<file path="config.mk">
export PLATFORM = sky130hd
export DESIGN_NAME = gpzda_field_parser
export DESIGN_NICKNAME = d
export VERILOG_FILES = /design/src/rtl/gpzda_field_parser.sv
export SDC_FILE = /design/constraint.sdc
export NUM_CORES = 1
export LEC_CHECK = 0
export CAP_MARGIN = 20
export CORE_ASPECT_RATIO = 0.9
export CORE_MARGIN = 2
export CORE_UTILIZATION = 57
export DETAILED_ROUTE_END_ITERATION = 12
export PLACE_DENSITY = 0.79
export SKIP_CTS_REPAIR_TIMING = 1
export SLEW_MARGIN = 20
export SYNTH_ARGS = -nofsm -noshare
export SYNTH_HDL_FRONTEND = slang
export SYNTH_SLANG_ARGS = --single-unit
</file>
<file path="constraint.sdc">
create_clock -name clock -period 4.31 [get_ports clock]
set_input_delay 0.862 -clock clock [delete_from_list [all_inputs] [get_ports clock]]
set_output_delay 0.862 -clock clock [all_outputs]
set_load 0.01 [all_outputs]
</file>
<file path="src/rtl/gpzda_field_parser.sv">
// ZDA sentence body parser: takes bytes after the "$GPZDA" header match and
// produces UTC time/date fields with a checksum-verified valid/error pulse.
module gpzda_field_parser #(
  parameter int unsigned B          = 8,
  parameter logic [7:0]  HEADER_XOR = 8'h48
) (
  input  logic          clock,
  input  logic          reset,
  input  logic          start,
  input  logic          load,
  input  logic [B-1:0]  data,
  output logic [4:0]    hour,
  output logic [5:0]    minute,
  output logic [5:0]    second,
  output logic [4:0]    day,
  output logic [3:0]    month,
  output logic [11:0]   year,
  output logic          valid,
  output logic          error,
  output logic [2:0]    err_code
);

  typedef enum logic [3:0] {
    IDLE, C0, TIME, FRAC, DAY, MON, YEAR, SKIP, CK_HI, CK_LO
  } state_t;

  state_t      state_q, state_d;
  logic [11:0] acc_q, acc_d;
  logic [2:0]  cnt_q, cnt_d;
  logic [7:0]  cks_q, cks_d;
  logic [3:0]  ckhi_q, ckhi_d;
  logic [6:0]  hh_q, hh_d, mm_q, mm_d, ss_q, ss_d;
  logic [4:0]  dd_q, dd_d;
  logic [3:0]  mo_q, mo_d;
  logic [11:0] yr_q, yr_d;
  logic [4:0]  hour_q, hour_d;
  logic [5:0]  minute_q, minute_d, second_q, second_d;
  logic [4:0]  day_q, day_d;
  logic [3:0]  month_q, month_d;
  logic [11:0] year_q, year_d;
  logic        valid_q, valid_d, error_q, error_d;
  logic [2:0]  err_code_q, err_code_d;

  logic        is_digit, is_hex, is_comma;
  logic [3:0]  hex_val;
  logic [11:0] acc_next;
  logic        fail;
  logic [2:0]  fail_code;

  assign is_digit = (data >= 8'h30) && (data <= 8'h39);
  assign is_hex   = is_digit || ((data >= 8'h41) && (data <= 8'h46));
  assign is_comma = (data == 8'h2C);
  assign hex_val  = is_digit ? data[3:0] : data[3:0] + 4'd9;
  assign acc_next = acc_q * 12'd10 + {8'd0, data[3:0]};

  always_comb begin
    state_d    = state_q;
    acc_d      = acc_q;
    cnt_d      = cnt_q;
    cks_d      = cks_q;
    ckhi_d     = ckhi_q;
    hh_d       = hh_q;
    mm_d       = mm_q;
    ss_d       = ss_q;
    dd_d       = dd_q;
    mo_d       = mo_q;
    yr_d       = yr_q;
    hour_d     = hour_q;
    minute_d   = minute_q;
    second_d   = second_q;
    day_d      = day_q;
    month_d    = month_q;
    year_d     = year_q;
    valid_d    = 1'b0;
    error_d    = 1'b0;
    err_code_d = err_code_q;
    fail       = 1'b0;
    fail_code  = 3'd1;

    if (start) begin
      state_d = C0;
      cks_d   = HEADER_XOR;
      acc_d   = '0;
      cnt_d   = '0;
    end else if (load && state_q != IDLE) begin
      if (data == 8'h24) begin
        fail      = 1'b1;
        fail_code = 3'd4;
      end else begin
        if (state_q != CK_HI && state_q != CK_LO && data != 8'h2A)
          cks_d = cks_q ^ data;
        case (state_q)
          C0: begin
            if (is_comma) begin
              state_d = TIME;
              acc_d   = '0;
              cnt_d   = '0;
            end else fail = 1'b1;
          end
          // TIME splits into three 2-digit pairs; each pair is latched on its second digit
          TIME: begin
            if (is_digit) begin
              if (cnt_q == 3'd6) fail = 1'b1;
              else begin
                cnt_d = cnt_q + 3'd1;
                acc_d = acc_next;
                if (cnt_q[0]) begin
                  acc_d = '0;
                  case (cnt_q)
                    3'd1:    hh_d = acc_next[6:0];
                    3'd3:    mm_d = acc_next[6:0];
                    default: ss_d = acc_next[6:0];
                  endcase
                end
              end
            end else if (is_comma || data == 8'h2E) begin
              if (cnt_q != 3'd6) fail = 1'b1;
              else if (hh_q > 7'd23 || mm_q > 7'd59 || ss_q > 7'd60) begin
                fail      = 1'b1;
                fail_code = 3'd2;
              end else begin
                state_d = is_comma ? DAY : FRAC;
                acc_d   = '0;
                cnt_d   = '0;
              end
            end else fail = 1'b1;
          end
          FRAC: begin
            if (is_comma) state_d = DAY;
            else if (!is_digit) fail = 1'b1;
          end
          DAY, MON, YEAR: begin
            if (is_digit) begin
              if (cnt_q == ((state_q == YEAR) ? 3'd4 : 3'd2)) fail = 1'b1;
              else begin
                cnt_d = cnt_q + 3'd1;
                acc_d = acc_next;
              end
            end else if (is_comma) begin
              acc_d = '0;
              cnt_d = '0;
              if (cnt_q != ((state_q == YEAR) ? 3'd4 : 3'd2)) fail = 1'b1;
              else if (state_q == DAY) begin
                if (acc_q == 12'd0 || acc_q > 12'd31) begin
                  fail      = 1'b1;
                  fail_code = 3'd2;
                end else begin
                  dd_d    = acc_q[4:0];
                  state_d = MON;
                end
              end else if (state_q == MON) begin
                if (acc_q == 12'd0 || acc_q > 12'd12) begin
                  fail      = 1'b1;
                  fail_code = 3'd2;
                end else begin
                  mo_d    = acc_q[3:0];
                  state_d = YEAR;
                end
              end else begin
                yr_d    = acc_q;
                state_d = SKIP;
              end
            end else fail = 1'b1;
          end
          SKIP: begin
            if (data == 8'h2A) state_d = CK_HI;
          end
          CK_HI: begin
            if (is_hex) begin
              ckhi_d  = hex_val;
              state_d = CK_LO;
            end else fail = 1'b1;
          end
          CK_LO: begin
            if (!is_hex) fail = 1'b1;
            else if ({ckhi_q, hex_val} != cks_q) begin
              fail      = 1'b1;
              fail_code = 3'd3;
            end else begin
              valid_d  = 1'b1;
              state_d  = IDLE;
              hour_d   = hh_q[4:0];
              minute_d = mm_q[5:0];
              second_d = ss_q[5:0];
              day_d    = dd_q;
              month_d  = mo_q;
              year_d   = yr_q;
            end
          end
          default: state_d = IDLE;
        endcase
      end
      if (fail) begin
        error_d    = 1'b1;
        err_code_d = fail_code;
        state_d    = IDLE;
      end
    end
  end

  always_ff @(posedge clock) begin
    if (reset) begin
      state_q    <= IDLE;
      acc_q      <= '0;
      cnt_q      <= '0;
      cks_q      <= '0;
      ckhi_q     <= '0;
      hh_q       <= '0;
      mm_q       <= '0;
      ss_q       <= '0;
      dd_q       <= '0;
      mo_q       <= '0;
      yr_q       <= '0;
      hour_q     <= '0;
      minute_q   <= '0;
      second_q   <= '0;
      day_q      <= '0;
      month_q    <= '0;
      year_q     <= '0;
      valid_q    <= 1'b0;
      error_q    <= 1'b0;
      err_code_q <= '0;
    end else begin
      state_q    <= state_d;
      acc_q      <= acc_d;
      cnt_q      <= cnt_d;
      cks_q      <= cks_d;
      ckhi_q     <= ckhi_d;
      hh_q       <= hh_d;
      mm_q       <= mm_d;
      ss_q       <= ss_d;
      dd_q       <= dd_d;
      mo_q       <= mo_d;
      yr_q       <= yr_d;
      hour_q     <= hour_d;
      minute_q   <= minute_d;
      second_q   <= second_d;
      day_q      <= day_d;
      month_q    <= month_d;
      year_q     <= year_d;
      valid_q    <= valid_d;
      error_q    <= error_d;
      err_code_q <= err_code_d;
    end
  end

  assign hour     = hour_q;
  assign minute   = minute_q;
  assign second   = second_q;
  assign day      = day_q;
  assign month    = month_q;
  assign year     = year_q;
  assign valid    = valid_q;
  assign error    = error_q;
  assign err_code = err_code_q;

endmodule

</file>
After elaboration in Yosys (flattened, before gate mapping)
Cells that the tools add are included.

storage, ports and cells
  register bits after elaboration = 116
  latch bits = 0
  RAM bits = 0
  ROM bits = 0
  bits of input ports = 12
  logic and storage cells = 234
  memories kept = 0

operators by class
  add/subtract/negate cells = 3
  multipliers = 1
  divide/modulo/power cells = 0
  magnitude comparators = 9
  equality and inequality tests = 61
  shift-type cells = 0
  multiplexer cells = 88
  bitwise operators = 15
  reductions and logical operators = 35

operator list
  kind                                                                    number
  12-bit two-way mux                                                      9
  4-bit two-way mux                                                       20
  4-bit != test (second input constant)                                   16
  3-bit != test (second input constant)                                   19
  3-bit two-way mux                                                       15
  12-bit one-hot mux with 3 select lines                                  1
  17-bit AND reduction                                                    2
  8-bit by 6-bit equality test with 1-bit output (second input constant)  4
  8-bit AND reduction                                                     4
  7-bit two-way mux                                                       4
  4-bit one-hot mux with 7 select lines                                   1
  1-bit two-way mux                                                       26
  2-bit two-way mux                                                       9
  3-bit one-hot mux with 3 select lines                                   2
  9-bit AND reduction                                                     2
  4-bit by 3-bit equality test with 1-bit output (second input constant)  4
  7-bit by 6-bit > comparator with 1-bit output (second input constant)   2
  1-bit inverter                                                          14
  12-bit by 4-bit adder with 12-bit output                                1
  12-bit by 4-bit > comparator with 1-bit output (second input constant)  1
  12-bit by 5-bit > comparator with 1-bit output (second input constant)  1
  12-bit zero test                                                        1
  12-bit by 3-bit multiplier with 11-bit output (second input constant)   1
  5-bit != test (second input constant)                                   2
  35 further kinds                                                        51

Logic depth before layout (Yosys ltp)
Gate-level depths: netlist of run 1.

  word-level depth = 15
  mapped depth = 12

Worst setup path after synthesis of run 1
Ideal clock, no wire load.

  path type = input-to-reg
  start point = input data[1]
  end point = register day_q[0] (netlist: day[0])
  setup time = 0.128 ns
  arrival time = 3.135 ns
  setup slack = 1.047 ns
  stages on the path = 12
  buffers on the path = 2
  cells stage by stage = inv_1 ha_1 o21bai_1 a21oi_2 xnor3_1 o21ai_1 or4_4 nor2_2 buf_6 buf_6 mux2i_1 nor2_1

between the ends
  longest elaborated chain between the ends = 6

ends and longest elaborated chain
  what                                                                                                                                              line  source
  from (decl)                                                                                                                                       11    input logic [B-1:0] data,
  8-bit by 6-bit greater-or-equal comparator with 1-bit output / 8-bit by 6-bit less-or-equal comparator with 1-bit output (equally long branches)  50    assign is_digit = (data >= 8'h30) && (data <= 8'h39);
  1-bit logical AND                                                                                                                                 50
  4-bit two-way mux                                                                                                                                 53    assign hex_val = is_digit ? data[3:0] : data[3:0] + 4'd9;
  8-bit != test                                                                                                                                     176   else if ({ckhi_q, hex_val} != cks_q) begin
  1-bit inverter (no source line)                                                                                                                   --
  6-bit AND reduction (no source line) (*)                                                                                                          --
  to (signal assigned)                                                                                                                              238   day_q <= day_d;
  to (decl)                                                                                                                                         38    logic [4:0] day_q, day_d;

Every way passes the cells marked *; elsewhere a longest branch is shown, timed or not.
A chain may end at the register's enable or synchronous reset.

Worst setup path after layout of run 1
  start point = input data[0]
  end point = register hour_q[3] (netlist: hour[3])

between the ends
  longest elaborated chain between the ends = 6

ends and longest elaborated chain
  what                                                                                                                                              line  source
  8-bit by 6-bit greater-or-equal comparator with 1-bit output / 8-bit by 6-bit less-or-equal comparator with 1-bit output (equally long branches)  50
  1-bit logical AND                                                                                                                                 50
  4-bit two-way mux                                                                                                                                 53
  8-bit != test                                                                                                                                     176
  1-bit inverter (no source line)                                                                                                                   --
  6-bit AND reduction (no source line) (*)                                                                                                          --
  to (signal assigned)                                                                                                                              235   hour_q <= hour_d;
  to (decl)                                                                                                                                         36    logic [4:0] hour_q, hour_d;

Marked as above.

==> summary.txt, run 1 <==
Detailed routing
  • Remaining DRCs: 0
  • Wire per inst: 17.20 um
  • Drt pass-1 iters: 5
  • Detail Route Antenna Nets: 0
  • DR vias: 5267
  • DR vias/cell: 5.992
  • WL final: 15.12 mm
  • Initial DRC Count: 440

Critical path
  • Crit path cell chain: clkdlybuf4s50_1, inv_2, ha_1, o21bai_1, a211oi_2, o21ai_0, nand2_1, or4_4, nor2_4, buf_12, mux2i_1, nor2_1
  • Worst reg2reg endpoint: acc_q[11]
  • R2R Path Start: acc_q[3]
  • CP Launch Type: input port
  • Worst R2R Setup Slack: 1.19 ns
  • Peak per-stage delay on the critical path: 0.63 ns
  • CP max-delay cell: clkdlybuf4s50_1
  • Path depth of the worst reg2reg path: 12
  • CP Max Fanout: 38
  • Critical Path End Type: register
  • Critical path class: in -> reg
  • CP arrival: 4.08 ns
  • Critical Path RT: 4.58 ns

Global routing
  • GR Util met1: 0.3617
  • Total track usage: 0.2765
  • Global route overflow: 0
  • Initial antenna violation count: 0
  • M3 GR Usage: 0.05566
  • Busiest layer in global routing: met2
  • Met2 Use GR: 0.4620
  • Global-route wire length before repair: 25.24 mm
  • Number of global-route vias before repair: 5108
  • Largest net degree at the start of global routing: 83

Timing
  • Hold Vio Cnt, Final: 0
  • Setup Viol. Count Final: 0
  • Max Slew Vio Count: 0
  • Hold_ws: 0.4529 ns
  • Skew final: 0.009833 ns
  • Setup WS post-layout: 0.4957 ns
  • Slew HR: 0.4632
  • RSZ-0062 raised after global routing: false
  • Setup tns final: 0 ns
  • Peak Freq: 262.2 MHz
  • Tmin final: 3.814 ns
  • Tcrit/Tclk final: 0.8850
  • Worst slew pin tran: 0.8052 ns

Clock tree
  • CTS Buffer Depth: 2
  • CTS root buf: clkbuf_16
  • CTS clk-pin slew, worst paths: 0.06 ns
  • H-tree levels: 4
  • CTS tree: built
  • Sink Count: 116
  • Cts bufs inserted: 17
  • Clock Latency Late Sink: 0.42 ns

Synthesis
  • EDFF count, synth: 0
  • Largest cells by area after synthesis: dfxtp_1, mux2i_1, nor2_1
  • Syn avg cell area: 8.742 um^2
  • Yosys top cell area share: 0.3878
  • Cells after Synth: 685
  • Synth Warn #: 0
  • Cell with the most instances after synthesis: nor2_1
  • Most instantiated cells after synthesis: nor2_1, dfxtp_1, mux2i_1, nand2_1, a21oi_1
  • Synthesized Nets: 726
  • Mapped Area: 0.005988 mm^2
  • Cell accounting for the most synthesized area: dfxtp_1
  • Main synth FF type: dfxtp_1
  • Sequential cell area fraction in the yosys report: 0.3878
  • Unique masters post-synth: 77
  • Async SR Flop Fraction: 0
  • Number of synthesized register bits: 116

Worst hold path
  • Worst hold start: yr_q[1]
  • Hold Crit Class: reg -> reg
  • Hold EP: yr_q[1]
  • Hold Path Depth: 2

Place
  • DP Worst Slack: 0.1537 ns
  • GPL Wtd Cong: 0.8865
  • Port Buffer Count: 54
  • DP Cell Count: 847
  • Hpwl dp: 10.34 mm

Floorplan
  • Die area: 0.01134 mm^2
  • Die X: 112.0 um
  • Initial Utilization: 0.5844
  • Core Area: 0.01025 mm^2
  • Num rows: 35
  • I/O Pins: 55
  • Die span in y: 101.2 um

Power and ir drop
  • P per Cell Area: 367.7 mW/mm^2
  • Peak supply drop: 0.0003627 V
  • Leak: 0.002779 uW

Cells and area
  • Post-Layout Cell Count: 879
  • Layout cells sized above 1: 0.08933
  • Synth-to-layout area growth: 20.62%
  • Layout Nets: 778
  • Ant diodes: 0

Outcome
  • Status: completed

Job
  • Max-capacitance violation count: 0
## placed cells by master (no fill, tap or decap), types with 3 or more instances in the layout
cell type | synthesis | layout
a21o_1 | 4 | 4
xnor2_1 | 19 | 19
o21bai_1 | 6 | 6
dfxtp_1 | 116 | 116
a22oi_1 | 9 | 9
a21oi_1 | 45 | 45
nand4_1 | 5 | 5
nor2b_1 | 9 | 9
nand2_1 | 56 | 56
a221oi_1 | 4 | 4
nand2b_1 | 11 | 11
clkbuf_16 | 0 | 17
a31oi_1 | 3 | 3
mux2i_1 | 62 | 62
clkinvlp_4 | 0 | 3
o21ai_1 | 8 | 8
ha_1 | 27 | 27
a211oi_1 | 3 | 3
inv_6 | 0 | 5
nand3_1 | 15 | 15
buf_4 | 2 | 9
nor3_1 | 20 | 20
o21ai_0 | 8 | 8
clkdlybuf4s50_1 | 0 | 53
o311ai_0 | 3 | 3
xor2_1 | 10 | 10
inv_1 | 13 | 13
nor4_1 | 6 | 6
nor2_1 | 130 | 130
o211ai_1 | 3 | 3
## worst max path at each step
stage | slack (ns) | startpoint | depth (start not counted) | end
after global routing | 0.35 | data[0] | 12 | second[5]
after global placement | 0.33 | data[0] | 12 | hour[2]
after detailed placement | 0.15 | data[0] | 12 | day[3]
final | 0.50 | data[0] | 12 | hour[3]
after CTS | 0.52 | data[0] | 12 | day[0]
after floorplan | 1.05 | data[1] | 12 | day[0]
## final cells by class
class                           count  area, um^2
Inverter                           14       52.55
Sequential cell                   116        2322
Tap cell                          129       161.4
Fill cell                         771        3024
Clock buffer                       17       425.4
Clock inverter                     15       171.4
Timing Repair Buffer               64       623.1
Multi-Input combinational cell    524        3467
## flip-flops by register name, summed over array words and instances (netlist names), 5 cells and up
name / count
acc_q: 12
year: 12
yr_q: 12
cks_q: 8
hh_q: 7
mm_q: 7
ss_q: 7
minute: 6
second: 6
day: 5
dd_q: 5
hour: 5
## worst max-delay path: cells and delay by family
kind	cells	cell delay, ns
adder cells (fa/ha/maj)	1	0.25
buffers and inverters	3	1.03
AND/OR/NAND/NOR	4	0.85
AO/OA/AOI/OAI	3	0.77
multiplexers	1	0.26
## power by group
part           internal [uW]  switching (uW)
logic                   48.8            81.3
clock network            868             573
registers               1080            8.35
## kinds of logic (layout without fill, tap and decap cells)
kind of cell / Yosys count / after routing / synth area share
buffers and inverters: 45 / 110 / 0.03406
flip-flops: 116 / 116 / 0.3878
adder cells (fa/ha/maj): 29 / 29 / 0.06310
AND/OR/NAND/NOR: 283 / 283 / 0.2263
multiplexers: 62 / 62 / 0.1036
XOR/XNOR: 30 / 30 / 0.04618
AO/OA/AOI/OAI: 120 / 120 / 0.1389
## metal layers
layer	vias to the layer above	wire, um
met5	-	0
met4	0	308
met3	29	865
met2	196	7131
met1	2523	6810
li1	2519	-
## through the flow
stage	util	power [uW]	area, um^2
after global placement	0.6466	1232	6626
final	0.7049	2656	7223
after CTS	0.7049	2658	7223
after detailed placement	0.6466	1236	6626
after global routing	0.7049	2735	7223
after floorplan	-	1194	5988
Power figures use the tool's default switching activity.
==> run 2: changes to the inputs <==
--- a/config.mk
+++ b/config.mk
@@ -6,7 +6,7 @@
 export NUM_CORES = 1
 export LEC_CHECK = 0
 export CAP_MARGIN = 20
-export CORE_ASPECT_RATIO = 0.9
+export CORE_ASPECT_RATIO = 0.8
 export CORE_MARGIN = 2
 export CORE_UTILIZATION = 57
 export DETAILED_ROUTE_END_ITERATION = 12
==> run 2 against run 1 <==
  * Global-route usage grew 0.44 points
  * Largest cell class unchanged
  * Wire length grew 2.2%
  * Total power fell by 0.91%
  * Largest power group unchanged
==> summary.txt, run 2 (synthesized netlist as in run 1, its figures left out) <==
Clock tree
  • Cts bufs inserted: 17
  • CTS clk-pin slew, worst paths: 0.06 ns
  • Clock Latency Late Sink: 0.42 ns
  • H-tree levels: 4
  • CTS root buf: clkbuf_16
  • CTS Buffer Depth: 2
  • Sink Count: 116
  • CTS tree: built

Timing
  • Slew HR: 0.4781
  • Setup Viol. Count Final: 0
  • Tcrit/Tclk final: 0.8708
  • Max Slew Vio Count: 0
  • Hold Vio Cnt, Final: 0
  • Hold_ws: 0.4593 ns
  • Tmin final: 3.753 ns
  • RSZ-0062 raised after global routing: false
  • Peak Freq: 266.5 MHz
  • Skew final: 0.008233 ns
  • Worst slew pin tran: 0.7829 ns
  • Setup tns final: 0 ns

Detailed routing
  • Initial DRC Count: 449
  • DR vias/cell: 5.918
  • DR vias: 5267
  • Detail Route Antenna Nets: 0
  • WL final: 15.44 mm
  • Wire per inst: 17.35 um
  • Remaining DRCs: 0
  • Drt pass-1 iters: 5

Floorplan
  • Die span in y: 95.68 um
  • Num rows: 33
  • Initial Utilization: 0.5848
  • Die X: 118.6 um
  • I/O Pins: 55
  • Core Area: 0.01024 mm^2
  • Die area: 0.01135 mm^2

Critical path
  • CP Max Fanout: 38
  • Critical path class: in -> reg
  • CP arrival: 4.02 ns
  • CP max-delay cell: clkdlybuf4s50_1
  • Critical Path RT: 4.58 ns
  • Worst path top cell family by delay: buffers and inverters
  • Crit path cell chain: clkdlybuf4s50_1, inv_2, ha_1, o21bai_1, a211oi_2, o21ai_0, nand2_1, or4_4, nor2_4, buf_12, mux2i_1, nor2_1
  • Worst path bufs/invs: 3
  • Peak per-stage delay on the critical path: 0.61 ns
  • CP Launch Type: input port
  • Critical Path End Type: register

Place
  • Port Buffer Count: 54
  • Hpwl dp: 10.55 mm
  • GPL Wtd Cong: 0.8977

Global routing
  • Total track usage: 0.2808
  • Number of global-route vias before repair: 4971
  • Global route overflow: 0
  • Global-route wire length before repair: 24.98 mm
  • Largest net degree at the start of global routing: 55
  • Initial antenna violation count: 0

Power and ir drop
  • Leak: 0.002777 uW
  • P per Cell Area: 363.5 mW/mm^2
  • Tot Pwr: 2632 uW
  • Peak supply drop: 0.0002717 V

Cells and area
  • Layout cells sized above 1: 0.08933
  • Layout Nets: 778
  • Most frequent cells in the layout: nor2_1, dfxtp_1, mux2i_1, nand2_1, clkdlybuf4s50_1
  • Fillers: 817
  • Sequential cell area: 0.002322 mm^2
  • Multi-input gate area: 0.003467 mm^2
  • Synth-to-layout area growth: 20.92%
  • Ant diodes: 0
  • Leading cell type in the layout, fill and taps excluded: nor2_1

Job
  • Max-capacitance violation count: 0

Outcome
  • Status: completed

Worst hold path
  • Hold Crit Class: reg -> reg
-- run 2: changes by cell type in the layout (fill, tap and decap cells not counted) --
cell        delta
clkbuf_8       +2
inv_6          -2
inv_8          -2
clkinv_4       +1
clkinvlp_4     +1
-- run 2: worst paths after layout --
path	end	depth (start not counted)	slack, ns	from
min reg2reg	yr_q[3]	2	0.46	yr_q[3]
max	minute[4]	12	0.56	data[0]
min	yr_q[3]	2	0.46	yr_q[3]
max reg2reg	acc_q[11]	12	1.36	acc_q[3]
-- run 2: tightest hold or removal path, cell delays in order, from the launching register on --
cell and delay, ns:
dfxtp_1 0.31, nand2_1 0.05, a21oi_1 0.05
-- run 2: layout make-up --
cell class,instances,share of cell area
clock buffers,19,0.06255
clock inverters,13,0.02039
inverters,14,0.007258
multi-input cells,524,0.4788
flip-flops and latches,116,0.3207
well taps,140,0.02419
repair buffers,64,0.08606
-- run 2: report_power, final --
group          internal (uW)  leakage (uW)  switching [uW]
clock                    887      0.000283             528
sequential              1080      0.000935            8.43
combinational           48.9       0.00156            83.1
total                   2010       0.00278             619
-- run 2: metal layers --
metal,vias up,part of all wire,global-route usage
li1,2521,-,-
met1,2519,0.44,0.3542
met2,192,0.47,0.4689
met3,35,0.064,0.06459
met4,0,0.020,0.1161
met5,-,0,0
-- run 2: through the flow --
step	worst slack, ns	utilization	std cells	area, um^2
2_1_floorplan	1.047	-	685	5988
3_3_place_gp	0.3206	0.6485	858	6640
3_5_place_dp	0.1624	0.6485	858	6640
4_1_cts	0.5631	0.7071	890	7241
5_1_grt	0.3340	0.7071	890	7241
6_report	0.5570	0.7071	890	7241
==> run 3: changes to the inputs <==
--- a/config.mk
+++ b/config.mk
@@ -8,9 +8,9 @@
 export CAP_MARGIN = 20
 export CORE_ASPECT_RATIO = 0.8
 export CORE_MARGIN = 2
-export CORE_UTILIZATION = 57
+export CORE_UTILIZATION = 30
 export DETAILED_ROUTE_END_ITERATION = 12
-export PLACE_DENSITY = 0.79
+export GPL_TIMING_DRIVEN = 0
 export SKIP_CTS_REPAIR_TIMING = 1
 export SLEW_MARGIN = 20
 export SYNTH_ARGS = -nofsm -noshare
==> run 3 against run 2 <==
  * Via count decreased by 3.1%
  * Critical endpoint is now month[2]
  * Largest power group unchanged
  * Maximum frequency decreased by 8.2%
  * Cell count increased by 16%
  * Critical path depth increased by 1
  * Total power decreased by 0.19%
  * Highest routed layer unchanged
  * Combinational power increased by 9%
==> summary.txt, run 3 (synthesized netlist as in run 1, its figures left out) <==
Clock tree
  • Sink Count: 116
  • CTS Buffer Depth: 2
  • Clock Latency Late Sink: 0.42 ns
  • Cts bufs inserted: 17
  • CTS clk-pin slew, worst paths: 0.05 ns
  • H-tree levels: 4
  • CTS tree: built
  • CTS root buf: clkbuf_16

Timing
  • Setup tns final: 0 ns
  • Slew HR: 0.4000
  • Skew final: 0.007168 ns
  • Tmin final: 4.090 ns
  • Tcrit/Tclk final: 0.9489
  • Peak Freq: 244.5 MHz
  • Hold Vio Cnt, Final: 0
  • Worst slew pin tran: 0.8926 ns
  • Max Slew Vio Count: 0
  • RSZ-0062 raised after global routing: false
  • Setup Viol. Count Final: 0

Detailed routing
  • DR vias/cell: 4.929
  • WL final: 15.88 mm
  • Drt pass-1 iters: 5
  • Remaining DRCs: 0
  • DR vias: 5102
  • Wire per inst: 15.34 um
  • Initial DRC Count: 389
  • Detail Route Antenna Nets: 0

Cells and area
  • Synth-to-layout area growth: 24.43%
  • Ant diodes: 0
  • Leading cell type in the layout, fill and taps excluded: nor2_1
  • Layout Nets: 799
  • Most frequent cells in the layout: nor2_1, dfxtp_1, mux2i_1, nand2_1, clkdlybuf4s50_1
  • Post-Layout Cell Count: 1035
  • Layout cells sized above 1: 0.08431

Critical path
  • Worst path most repeated cell: buf_6
  • Critical path class: in -> reg
  • CP arrival: 4.38 ns
  • CP max-delay cell: clkdlybuf4s50_1
  • Critical Path RT: 4.60 ns
  • Worst R2R Setup Slack: 1.18 ns
  • Critical Path End Type: register
  • CP Max Fanout: 10
  • Crit path cell chain: clkdlybuf4s50_1, inv_2, ha_1, o21bai_1, a21oi_2, xnor3_1, o21ai_1, or4_4, nor2_2, buf_6, buf_6, mux2i_1, nor2_1
  • Peak per-stage delay on the critical path: 0.62 ns
  • CP Launch Type: input port

Power and ir drop
  • Leak: 0.002793 uW
  • Peak supply drop: 0.0002779 V
  • P per Cell Area: 352.6 mW/mm^2
  • Tot Pwr: 2627 uW

Floorplan
  • Num rows: 46
  • I/O Pins: 55
  • Die area: 0.02111 mm^2
  • Core Area: 0.01968 mm^2
  • Initial Utilization: 0.3042
  • Die span in y: 130.4 um
  • Die X: 162.0 um

Outcome
  • Status: completed

Place
  • DP Cell Count: 1003
  • Port Buffer Count: 54
  • Hpwl dp: 11.91 mm
  • GPL Wtd Cong: 0.8978

Global routing
  • Total track usage: 0.1572
  • Initial antenna violation count: 0
  • Global-route wire length before repair: 25.86 mm
  • Global route overflow: 0
  • Largest net degree at the start of global routing: 17
  • Number of global-route vias before repair: 4774

Job
  • Max-capacitance violation count: 0

Worst hold path
  • Hold Crit Class: reg -> reg
[run 3: final timing paths]
| check | startpoint | end | depth (start not counted) |
|---|---|---|---|
| worst max register to register | acc_q[1] | acc_q[11] | 12 |
| worst max-delay path | data[0] | month[2] | 13 |
| worst min-delay path | yr_q[3] | yr_q[3] | 2 |
| worst min register to register | yr_q[3] | yr_q[3] | 2 |
[run 3: cell type report]
cell class | count | area, um^2
plain buffers | 31 | 151.4
flip-flops and latches | 116 | 2322
clock inverters | 12 | 128.9
multi-input cells | 524 | 3468
well taps | 264 | 330.3
fillers | 2028 | 12230
clock buffers | 20 | 456.7
repair buffers | 54 | 540.5
inverters | 14 | 52.55
[run 3: routing by layer]
metal | vias up | track usage | part of all wire
met4 | 0 | 0.05466 | 0.019
met3 | 25 | 0.04005 | 0.055
met1 | 2393 | 0.2244 | 0.51
met5 | - | 0 | 0
li1 | 2554 | - | -
met2 | 130 | 0.2295 | 0.42
[run 3: through the flow]
| step | hold slack (ns) | utilization | instance area [um^2] | worst slack [ns] |
|---|---|---|---|---|
| 2_1_floorplan | 0.4315 | - | 5988 | 1.047 |
| 3_3_place_gp | 0.4425 | 0.3485 | 6859 | -0.2151 |
| 3_5_place_dp | 0.4472 | 0.3488 | 6865 | -0.2208 |
| 4_1_cts | 0.4545 | 0.3785 | 7451 | 0.1977 |
| 5_1_grt | 0.4739 | 0.3785 | 7451 | 0.001985 |
| 6_report | 0.4503 | 0.3785 | 7451 | 0.2201 |
[run 3: where the power goes]
part / total, uW / switching (uW) / leakage (uW) / internal [uW]
logic: 144 / 93.2 / 0.00157 / 50.5
registers: 1080 / 3.58 / 0.000935 / 1080
clock network: 1400 / 523 / 0.000283 / 880
total: 2630 / 619 / 0.00279 / 2010
[run 3: worst max-delay path, delay by kind of cell]
kind	cells	cell delay, ns
and+or+nand+nor	3	0.76
AOI/OAI and AO/OA	3	0.74
muxes	1	0.20
xor gates and xnor gates	1	0.34
adders and majority gates	1	0.26
buffers and inverters	4	1.19
